[config.mk]
export PLATFORM = sky130hd
export DESIGN_NAME = tero_meas_ctrl
export DESIGN_NICKNAME = d
export VERILOG_FILES = /design/src/rtl/tero_meas_ctrl.sv
export SDC_FILE = /design/constraint.sdc
export NUM_CORES = 1
export LEC_CHECK = 0
export ABC_CLOCK_PERIOD_IN_PS = 2300
export CAP_MARGIN = 20
export CORE_MARGIN = 5
export CORE_UTILIZATION = 50
export DETAILED_ROUTE_END_ITERATION = 16
export PLACE_DENSITY = 0.85
export SYNTH_ARGS = -nofsm -noshare
export SYNTH_HDL_FRONTEND = slang
export SYNTH_HIERARCHICAL = 1
export SYNTH_SLANG_ARGS = --single-unit
[constraint.sdc]
create_clock -name clk -period 2.3 [get_ports clk]
set_input_delay 0.345 -clock clk [delete_from_list [all_inputs] [get_ports clk]]
set_output_delay 0.345 -clock clk [all_outputs]
set_load 0.01 [all_outputs]
[src/rtl/tero_meas_ctrl.sv]
// tero_meas_ctrl -- excitation/measurement controller for N_CH TERO PUF cells.
//
// Runs one timed excitation per start request. All cells are enabled together
// for WIN_CYCLES, then held low for RELAX_CYCLES. Rising edges on each cell's
// dout_1 are counted per channel, and the results are latched on DONE.
//
// Ports
//   clk, rst_n        system clock / async active-low reset
//   start             measurement request, sampled only in IDLE
//   busy              high from CLEAR through DONE
//   done              one-cycle pulse; results valid from this cycle
//   tero_en_1/2       enable pair of each cell (all channels share one window)
//   tero_out          dout_1 of each cell, asynchronous to clk
//   counts            latched counts, channel i at [i*CNT_W +: CNT_W]
//   sat               channel counter reached all-ones
//   response          count LSB per channel

// Per-channel lane: synchroniser, edge detect, saturating counter, result latch.
module tero_meas_lane #(
  parameter int CNT_W = 8
) (
  input  logic             clk,
  input  logic             rst_n,
  input  logic             tero_out,
  input  logic             clr,
  input  logic             cnt_en,
  input  logic             latch,
  output logic [CNT_W-1:0] cnt_q,
  output logic             sat_q
);
  localparam logic [CNT_W-1:0] CNT_MAX = '1;

  logic             sync1, sync2, prev, rise;
  logic [CNT_W-1:0] cnt, cnt_d;
  logic             sat_w, sat_d;

  assign rise = sync2 & ~prev;

  always_comb begin
    cnt_d = cnt;
    sat_d = sat_w;
    if (clr) begin
      cnt_d = '0;
      sat_d = 1'b0;
    end else if (cnt_en && rise && (cnt != CNT_MAX)) begin
      cnt_d = cnt + 1'b1;
      if (cnt_d == CNT_MAX) sat_d = 1'b1;
    end
  end

  always_ff @(posedge clk or negedge rst_n) begin
    if (!rst_n) begin
      sync1 <= 1'b0;
      sync2 <= 1'b0;
      prev  <= 1'b0;
      cnt   <= '0;
      sat_w <= 1'b0;
      cnt_q <= '0;
      sat_q <= 1'b0;
    end else begin
      sync1 <= tero_out;
      sync2 <= sync1;
      prev  <= sync2;
      cnt   <= cnt_d;
      sat_w <= sat_d;
      // Latch the next-state value so an edge counted on the final RELAX
      // cycle is not lost when RELAX_CYCLES is very short.
      if (latch) begin
        cnt_q <= cnt_d;
        sat_q <= sat_d;
      end
    end
  end
endmodule

module tero_meas_ctrl #(
  parameter int N_CH         = 4,
  parameter int CNT_W        = 8,
  parameter int WIN_CYCLES   = 1024,
  parameter int RELAX_CYCLES = 16
) (
  input  logic                  clk,
  input  logic                  rst_n,
  input  logic                  start,
  output logic                  busy,
  output logic                  done,
  output logic [N_CH-1:0]       tero_en_1,
  output logic [N_CH-1:0]       tero_en_2,
  input  logic [N_CH-1:0]       tero_out,
  output logic [N_CH*CNT_W-1:0] counts,
  output logic [N_CH-1:0]       sat,
  output logic [N_CH-1:0]       response
);
  localparam int TMAX = (WIN_CYCLES > RELAX_CYCLES) ? WIN_CYCLES : RELAX_CYCLES;
  localparam int TW   = $clog2(TMAX + 1);

  typedef enum logic [2:0] {IDLE, CLEAR, EXCITE, RELAX, DONE} state_t;

  state_t        state, state_d;
  logic [TW-1:0] tmr, tmr_d;
  logic [TW:0]   tmr_x;
  logic          en_q, busy_q, done_q;
  logic          clr, cnt_en, latch, drain;

  logic [N_CH-1:0][CNT_W-1:0] cnt_arr;

  // Widened copy so the "< 2" compare stays legal even when TW is 1.
  assign tmr_x = {1'b0, tmr};
  assign drain = (tmr_x < (TW+1)'(2));

  always_comb begin
    state_d = state;
    tmr_d   = tmr;
    case (state)
      IDLE:   if (start) state_d = CLEAR;
      CLEAR: begin
        state_d = EXCITE;
        tmr_d   = '0;
      end
      EXCITE: begin
        if (tmr == TW'(WIN_CYCLES - 1)) begin
          state_d = RELAX;
          tmr_d   = '0;
        end else begin
          tmr_d = tmr + 1'b1;
        end
      end
      RELAX: begin
        if (tmr == TW'(RELAX_CYCLES - 1)) begin
          state_d = DONE;
          tmr_d   = '0;
        end else begin
          tmr_d = tmr + 1'b1;
        end
      end
      DONE:    state_d = IDLE;
      default: state_d = IDLE;
    endcase
  end

  // The first two RELAX cycles still count edges that were in flight in
  // the synchroniser when the enables dropped.
  assign clr    = (state == CLEAR);
  assign cnt_en = (state == EXCITE) || ((state == RELAX) && drain);
  assign latch  = (state == RELAX) && (state_d == DONE);

  always_ff @(posedge clk or negedge rst_n) begin
    if (!rst_n) begin
      state  <= IDLE;
      tmr    <= '0;
      en_q   <= 1'b0;
      busy_q <= 1'b0;
      done_q <= 1'b0;
    end else begin
      state  <= state_d;
      tmr    <= tmr_d;
      // Registered from next state: glitch-free enables and status,
      // aligned exactly with the state they describe.
      en_q   <= (state_d == EXCITE);
      busy_q <= (state_d != IDLE);
      done_q <= (state_d == DONE);
    end
  end

  assign tero_en_1 = {N_CH{en_q}};
  assign tero_en_2 = {N_CH{en_q}};
  assign busy      = busy_q;
  assign done      = done_q;

  for (genvar i = 0; i < N_CH; i++) begin : g_lane
    tero_meas_lane #(.CNT_W(CNT_W)) u_lane (
      .clk      (clk),
      .rst_n    (rst_n),
      .tero_out (tero_out[i]),
      .clr      (clr),
      .cnt_en   (cnt_en),
      .latch    (latch),
      .cnt_q    (cnt_arr[i]),
      .sat_q    (sat[i])
    );
    assign response[i] = cnt_arr[i][0];
  end

  assign counts = cnt_arr;
endmodule

**After elaboration in Yosys (flattened, before gate mapping)**

Cells that the tools add are included.

- Output and inout port bits: 50
- Bits of input ports: 7
- Flip-flop bits (word level): 101
- Logic and storage cells: 103

- Reductions and logical operators: 14
- Muxes and demuxes: 27
- Magnitude comparators: 1
- Bitwise operators: 8
- Eq/ne operators: 15
- $add $sub $neg: 5

Operators by type and width:

| operator | count |
|---|---|
| $mux W8 | 8 |
| $pmux W11 S3 | 1 |
| $add A8 B1 Y8 const B | 4 |
| $eq A8 B8 Y1 const B | 4 |
| $ne A8 B8 Y1 const B | 4 |
| $mux W11 | 2 |
| $mux W1 | 12 |
| $pmux W3 S4 | 1 |
| $add A11 B1 Y11 const B | 1 |
| $eq A11 B10 Y1 const B | 1 |
| $eq A11 B4 Y1 const B | 1 |
| $lt A11 B2 Y1 const B | 1 |
| $logic_and A1 B1 Y1 | 10 |
| $eq A3 B2 Y1 const B | 3 |
| $mux W3 | 3 |
| $reduce_bool A3 Y1 | 2 |
| $and A1 B1 Y1 | 4 |
| $not A1 Y1 | 4 |
| $eq A3 B1 Y1 const B | 1 |
| $eq A3 B3 Y1 const B | 1 |
| $logic_not A3 Y1 | 1 |
| $logic_or A1 B1 Y1 | 1 |

**Longest topological paths before layout**

Gate-level depths: netlist (run 1).

- Word-level depth: 7
- Gate-level depth with buffers: 9
- Mapped depth without buffers: 8

**By module**

Netlist (run 1), hierarchy kept.

By module, submodules not included:

| module | instances | cells an instance | seq. area each (µm²) | area each (µm²) |
|---|---|---|---|---|
| tero_meas_lane | 4 | 96 | 525.5 | 1,049.8 |
| tero_meas_ctrl | 1 | 122 | 425.4 | 1,091.0 |

**Least setup slack after synthesis (run 1)**

Ideal clock, no wire load.

- Kind: register to register
- Start: reg tmr[1]
- End: reg g_lane[0].u_lane.cnt_q[5]
- Clock period less this slack: 2.355 ns
- Setup time: 0.065 ns
- Required time: 2.235 ns
- Arrival time: 2.290 ns
- Slack: -0.055 ns
- Buffers on the path: 0
- Cell stages (with the launch flop): 9
- Path through: dfrtp_1 > ha_1 > and3_1 > nand3_1 > nor2_1 > inv_1 > or4_1 > mux2i_1 > a211o_1

- Elaborated cells on any way between the ends: 14
- Those cells by class: order compare: 1; eq/ne: 3; mux: 5; reduce/logical: 5

RTL lines:

| item | line | RTL |
|---|---|---|
| from (decl) | 100 | `logic [TW-1:0] tmr, tmr_d;` |
| from (signal assigned) | 156 | `tmr <= tmr_d;` |
| $eq A11 B4 Y1 / $eq A11 B10 Y1 (equally long branches) | 129, 121 |  |
| $mux W3, on equally long branches | 129, 121 |  |
| $pmux W3 S4 (*) | 114 | `case (state)` |
| $eq A3 B3 Y1 (*) | 145 | `assign latch = (state == RELAX) && (state_d == DONE);` |
| $logic_and A1 B1 Y1 (*) | 145 |  |
| via latch | 103 | `logic clr, cnt_en, latch, drain;` |
| to (signal assigned) | 69 | `cnt_q <= cnt_d;` |
| to (decl) | 28 | `output logic [CNT_W-1:0] cnt_q,` |

The timed path passes the listed nets; every way through them passes the cells marked *.
A chain may end at the register's enable or synchronous reset.

**Worst setup path in the final report (run 1)**

- Start: reg tmr[10]
- End: reg g_lane[1].u_lane.cnt_q[5]

- Elaborated cells on any way between the ends: 14
- Those cells by class: order compare: 1; eq/ne: 3; mux: 5; reduce/logical: 5

RTL lines:

| item | line |
|---|---|
| $eq A11 B4 Y1 / $eq A11 B10 Y1 (equally long branches) | 129, 121 |
| $mux W3, on equally long branches | 129, 121 |
| $pmux W3 S4 (*) | 114 |
| $eq A3 B3 Y1 (*) | 145 |
| $logic_and A1 B1 Y1 (*) | 145 |
| via latch | 103 |
| to (signal assigned) | 69 |
| to (decl) | 28 |

Marked as above.

==> results.ini, run 1 <==
[clock_tree]
clk_latency_ps = 370
path_clk_slew_ps = 100
cts_max_path_buffers = 2
cts_made_buffers = 9
clock_sinks = 101
cts_tree = built
cts_max_level = 3
cts-root-buf = clkbuf_8

[routing]
ant_nets = 0
wl_per_cell_um = 16.0
wl_um = 11200
first_pass_iters = 4
drt_iter0_drc = 168
vias_per_cell = 5.84
num_vias = 4075
drc = 0

[floorplan]
ios = 57
die_w_um = 113
fp.dieH_um = 113
num_rows = 37
die_area_mm2 = 0.0127
initial_core_util_pct = 51.2
design.core.area_mm2 = 0.0103

[power]
p_clk_share_pct = 25.7
powerDensity_mw_per_mm2 = 714
p_switching_mw = 1.53
switching_share_pct = 34.4
seqPwrFrac_pct = 52.4
peakVddDrop_mv = 0.461
p_leak_nw = 2.70
intPower_mw = 2.92
combPwrFrac_pct = 21.9

[global_route]
grt_max_degree = 49
grt_pass1_wl_um = 18700
grt_pass1_vias = 3987
overflow = 0
grtUsageTotal_pct = 17.9
antenna_found_initial = 0

[yosys]
yosysTopAreaCell = dfrtp_1
ys_seq_elements = 101
async_flop_share_pct = 100
synth_edf_count = 0
synth_top_area_share_pct = 47.8
syn_area_mm2 = 0.00529
synth_cells = 506
seq_area_frac_synth_pct = 47.8
syn_avg_cell_area_um2 = 10.5
synth_warnings = 6
synthTopCellsByArea = dfrtp_1 (48%), o2bb2ai_1 (3.3%), nor2_1 (2.9%)
synth_nets = 522
synth_ff_type = dfrtp_1
synth_cell_types = 59

[timing]
setup_viol = 0
min_period_ps = 2200
period_share_pct = 95.8
worst_pin_slew_ps = 846
rsz0062_at_grt = false
hold_violations = 0
max_slew_margin_pct = 43.5
max_freq_mhz = 454
setup_tns_ps = 0
slew_violations = 0
fin_skew_ps = 11.3

[placed_design]
dp.cells = 677
gp_congestion = 0.906
place_hpwl_um = 7980
io_buffers = 56

[worst_setup_path]
arrival_ps = 2520
cp_max_fo = 12
critPathSlowestCell = or4_1
crit_type = flop to flop
startpoint_type = flop
slowest_delay_ps = 510
path_delay_family = simple AND/OR/NAND/NOR gates
path_cells = nor4_4, nand3_1, nor2_2, buf_12, inv_1, or4_1, mux2i_1, a211o_1
crit_buf_inv = 2
cp.required_ps = 2620
crit_path_end_kind = flop

[final_layout]
drive_gt1_share_pct = 14.6
fin_cells = 698
diodes = 0
area_delta_synth_final_pct = 17.6
fin_nets = 573

[hold_path]
hold_class = flop to flop

[flow_run]
max-cap-violations = 0

[run_status]
status = finished, final reports clean

-- power groups by stage --
stage,logic [mW],clock network [mW],registers [mW]
2_1_floorplan,0.946,0,2.15
3_3_place_gp,0.912,0,2.33
3_5_place_dp,0.965,0,2.34
4_1_cts,0.971,1.17,2.31
5_1_grt,1.12,1.25,2.37
6_report,0.972,1.14,2.33
-- state kept, by name, indices dropped and copies added (netlist names) --
register	cells
en_q	1
state	3
g_lane.u_lane/sat_w	4
g_lane.u_lane/prev	4
g_lane.u_lane/sync1	4
g_lane.u_lane/cnt	32
done	1
g_lane.u_lane/sat_q	4
g_lane.u_lane/cnt_q	32
tmr	11
g_lane.u_lane/sync2	4
busy	1
-- per-layer routing --
metal | up-vias | track usage, % | routed length, µm
met5 | - | 0 | 0
met4 | 0 | 6.09 | 118
met3 | 12 | 4.76 | 504
met2 | 86 | 29.6 | 5650
met1 | 2033 | 22.9 | 4930
li1 | 1944 | - | -
-- final timing paths --
check / startpoint / endpoint / slack (ps) / cells past startpoint
max: tmr[10]$_DFFE_PN0P_ / g_lane[1].u_lane/cnt_q[5]$_DFFE_PN0P_ / 100 / 8
min: g_lane[1].u_lane/sync1$_DFF_PN0_ / g_lane[1].u_lane/sync2$_DFF_PN0_ / 360 / 0
max reg2reg: tmr[10]$_DFFE_PN0P_ / g_lane[1].u_lane/cnt_q[5]$_DFFE_PN0P_ / 100 / 8
min reg2reg: g_lane[1].u_lane/sync1$_DFF_PN0_ / g_lane[1].u_lane/sync2$_DFF_PN0_ / 360 / 0
max in group asynchronous: rst_n / tmr[8]$_DFFE_PN0P_ / 1140 / 3
min in group asynchronous: rst_n / g_lane[3].u_lane/sync1$_DFF_PN0_ / 520 / 2
-- what timing repair did --
action                                  CTS  global route
endpoints found under the setup margin    1            46
setup buffers                             0             4
gates resized for setup                   1            12
endpoints found under the hold margin    45             0
hold buffers                              1             0
pin swaps                                 0             2
-- kinds of logic after synthesis --
kind of cell / after synthesis / synth area share (%)
flops: 101 / 47.8
xor+xnor: 20 / 3.31
mux: 18 / 3.52
fa+ha+maj: 9 / 2.13
simple gates: 182 / 20.1
buf+inv: 62 / 6.01
compound gates: 114 / 17.1
-- placed cells by master (no fill, tap or decap), types with 6 or more instances in the layout --
master	n
a31oi_1	13
nand2b_1	13
buf_4	20
inv_1	20
xnor2_1	12
o211ai_1	14
a21oi_1	9
dfrtp_1	98
o21ai_0	7
nand2_1	26
o31ai_1	13
clkbuf_8	10
and3_1	17
or2_2	8
nor3_1	11
nand4_1	6
ha_1	9
nor2_1	39
clkdlybuf4s50_1	55
mux2i_1	13
xor2_1	8
nand3_1	9
o2bb2ai_1	20
-- Yosys cell counts, drive strengths merged, types with 13 or more instances --
| cell | n |
|---|---|
| nand2b | 13 |
| a31oi | 14 |
| o2bb2ai | 20 |
| o31ai | 13 |
| dfrtp | 101 |
| inv | 24 |
| o21ai | 13 |
| and3 | 19 |
| nor2 | 42 |
| o211ai | 14 |
| buf | 29 |
| nand2 | 26 |
| mux2i | 13 |
-- layout make-up --
cell class	instances	area (µm²)
multi-input combinational	343	2480
clock buffer	11	141
clock inverter	5	60.1
sequential	101	2530
tap	136	170
fill	814	4100
timing repair buffer	78	751
inverter	24	90.1
-- stage by stage --
step	total power [mW]	worst slack, ps	hold WS (ps)	util [%]	instance area [µm²]
floorplan	3.10	109	49.4	-	5290
global placement	3.24	135	334	57.7	5950
detailed placement	3.31	11.0	336	57.7	5950
CTS	4.46	10.5	357	59.7	6170
global route	4.73	4.02	371	60.3	6220
finish	4.44	95.9	356	60.3	6220
Power figures use the tool's default switching activity.
==> run 2, diff against run 1 <==
--- a/config.mk
+++ b/config.mk
@@ -6,7 +6,7 @@
 export NUM_CORES = 1
 export LEC_CHECK = 0
 export ABC_CLOCK_PERIOD_IN_PS = 2300
-export CAP_MARGIN = 20
+export CAP_MARGIN = 25
 export CORE_MARGIN = 5
 export CORE_UTILIZATION = 50
 export DETAILED_ROUTE_END_ITERATION = 16
==> constraint.sdc (replaced) <==
create_clock -name clk -period 2.3 [get_ports clk]
set_input_delay 0.69 -clock clk [delete_from_list [all_inputs] [get_ports clk]]
set_output_delay 0.69 -clock clk [all_outputs]
set_load 0.01 [all_outputs]
==> results.ini, run 2 (same netlist as run 1, synthesis figures left out) <==
[run_status]
status = finished, final reports clean

[floorplan]
design.core.area_mm2 = 0.0103  ; unchanged
ios = 57  ; unchanged
die_area_mm2 = 0.0127  ; unchanged
fp.dieH_um = 113  ; unchanged
initial_core_util_pct = 51.2  ; unchanged
num_rows = 37  ; unchanged
die_w_um = 113  ; unchanged

[power]
powerDensity_mw_per_mm2 = 697  ; -2.3%
intPower_mw = 2.80  ; -3.9%
seqPwrFrac_pct = 53.9  ; +1.5 points
p_switching_mw = 1.52  ; -0.16%
p_leak_nw = 2.68  ; -0.62%
combPwrFrac_pct = 22.5  ; +0.6 points
power.total_mw = 4.33  ; -2.6%
peakVddDrop_mv = 0.402  ; -13%
switching_share_pct = 35.2  ; +0.87 points
p_clk_share_pct = 23.6  ; -2.1 points

[clock_tree]
path_clk_slew_ps = 100  ; about the same
clk_latency_ps = 360  ; about the same
cts_max_level = 3  ; unchanged
hold_buffers = 0  ; -1
cts_tree = built
clock_sinks = 101  ; unchanged
cts_made_buffers = 9  ; unchanged
cts_max_path_buffers = 2  ; unchanged
cts-root-buf = clkbuf_8

[timing]
fin_skew_ps = 7.80  ; -3.49 ps
setup_tns_ps = 0  ; unchanged
max_freq_mhz = 444  ; -2.2%
max_slew_margin_pct = 41.5  ; -2.0 points
period_share_pct = 98.0  ; +2.2 points
holdWs_ps = 252  ; -104 ps
worst_slack_ps = 45.2  ; -50.7 ps
setup_viol = 0  ; unchanged
worst_pin_slew_ps = 875  ; +29.8 ps
slew_violations = 0  ; unchanged
min_period_ps = 2250  ; +50.7 ps
rsz0062_at_grt = true
hold_violations = 0  ; unchanged

[global_route]
grt_pass1_vias = 3920  ; -1.7%
grt_pass1_wl_um = 18700  ; -0.11%
grt_max_degree = 45  ; -8.2%
overflow = 0  ; unchanged
antenna_found_initial = 0  ; unchanged
grtUsageTotal_pct = 17.7  ; -0.25 points

[routing]
num_vias = 4062  ; -0.32%
first_pass_iters = 4  ; unchanged
wl_met3_um = 486  ; -3.6%
topRoutingLayerUsed = met4
drc = 0  ; unchanged
m1WireLength_um = 4860  ; -1.4%
wl_um = 11100  ; -0.65%
dr_wl_met2_um = 5610  ; -0.67%
drt_iter0_drc = 204  ; +21%
vias_per_cell = 5.83  ; -0.18%
ant_nets = 0  ; unchanged
wl_per_cell_um = 16.0  ; -0.51%

[worst_setup_path]
crit_type = flop to flop
crit_path_end_kind = flop
worst-path-stages = 8  ; unchanged
cp_max_fo = 8  ; -4
crit_buf_inv = 1  ; -1
path_cells = nor4_4, nand3_1, a21oi_2, buf_6, and4b_2, and3_4, a311oi_2, mux2_1
path_delay_family = simple AND/OR/NAND/NOR gates
cp.required_ps = 2550  ; -70 ps
startpoint_type = flop
critPathSlowestCell = dfrtp_2
arrival_ps = 2500  ; -20 ps
slowest_delay_ps = 460  ; -50 ps
r2r_cells = 8  ; unchanged

[placed_design]
gp_congestion = 0.895  ; -1.3%
place_hpwl_um = 8010  ; +0.45%
io_buffers = 56  ; unchanged
dp_slack_ps = 15.9  ; +4.90 ps

[hold_path]
hold_class = input port to async pin

[final_layout]
diodes = 0  ; unchanged
regArea_mm2 = 0.00253  ; unchanged
reg.largest.list = g_lane.u_lane/cnt x32, g_lane.u_lane/cnt_q x32, tmr x11
final_common_cell = dfrtp_1
final_util_pct = 60.1  ; -0.17 points
fillers = 825  ; +1.4%
area_delta_synth_final_pct = 17.3
fin_nets = 572  ; -0.17%
multiInputGateArea_mm2 = 0.00249  ; +0.56%
drive_gt1_share_pct = 15.2  ; +0.56 points
layout.cells.most_common_list = dfrtp_1 (98), clkdlybuf4s50_1 (55), nor2_1 (39)

[flow_run]
max-cap-violations = 0  ; unchanged

==> run 2: area by class of cell <==
| type | count | area share (%) |
|---|---|---|
| tap | 136 | 2.74 |
| inverter | 24 | 1.45 |
| multi-input combinational | 343 | 40.2 |
| timing repair buffer | 77 | 12.0 |
| sequential | 101 | 40.8 |
| clock inverter | 6 | 0.625 |
| clock buffer | 10 | 2.22 |
==> run 2: path summary, 6_finish.rpt <==
check | start | to | slack, ps
worst max-delay path | tmr[10]$_DFFE_PN0P_ | g_lane[2].u_lane/cnt_q[7]$_DFFE_PN0P_ | 50
worst min-delay path | rst_n | g_lane[3].u_lane/cnt_q[3]$_DFFE_PN0P_ | 250
worst max register to register | tmr[10]$_DFFE_PN0P_ | g_lane[2].u_lane/cnt_q[7]$_DFFE_PN0P_ | 50
worst min register to register | g_lane[1].u_lane/sync1$_DFF_PN0_ | g_lane[1].u_lane/sync2$_DFF_PN0_ | 360
max in group asynchronous | rst_n | tmr[10]$_DFFE_PN0P_ | 1480
min in group clk | g_lane[1].u_lane/sync1$_DFF_PN0_ | g_lane[1].u_lane/sync2$_DFF_PN0_ | 360
==> run 2: power by group through the flow <==
stage / sequential (mW) / clock [mW] / combinational, mW
2_1_floorplan: 2.15 / 0 / 0.946
3_3_place_gp: 2.33 / 0 / 0.917
3_5_place_dp: 2.35 / 0 / 0.969
4_1_cts: 2.32 / 1.07 / 0.977
5_1_grt: 2.37 / 1.13 / 1.12
6_report: 2.33 / 1.02 / 0.974
==> run 2: what timing repair did <==
action                     CTS  global route
buffers inserted             0             3
setup endpoints to repair    1            50
pin swaps                    0             3
resized for setup            1            16
==> run 2: per-layer routing <==
layer,global-route usage [%],vias up
li1,-,1934
met1,22.5,2019
met2,30.5,91
met3,3.96,18
met4,4.49,0
met5,0,-
==> run 2: per-stage QoR <==
stage	instance area, µm²	instances
after floorplan	5290	506
after global placement	5960	678
after detailed placement	5960	678
after CTS	6140	694
after global routing	6200	697
final	6200	697
==> run 3, diff against run 2 <==
--- a/config.mk
+++ b/config.mk
@@ -9,6 +9,7 @@
 export CAP_MARGIN = 25
 export CORE_MARGIN = 5
 export CORE_UTILIZATION = 50
+export CTS_CLUSTER_SIZE = 16
 export DETAILED_ROUTE_END_ITERATION = 16
 export PLACE_DENSITY = 0.85
 export SYNTH_ARGS = -nofsm -noshare
==> results of run 3 <==
Same layout as run 2: the final DEF is identical, and so are final timing and power.
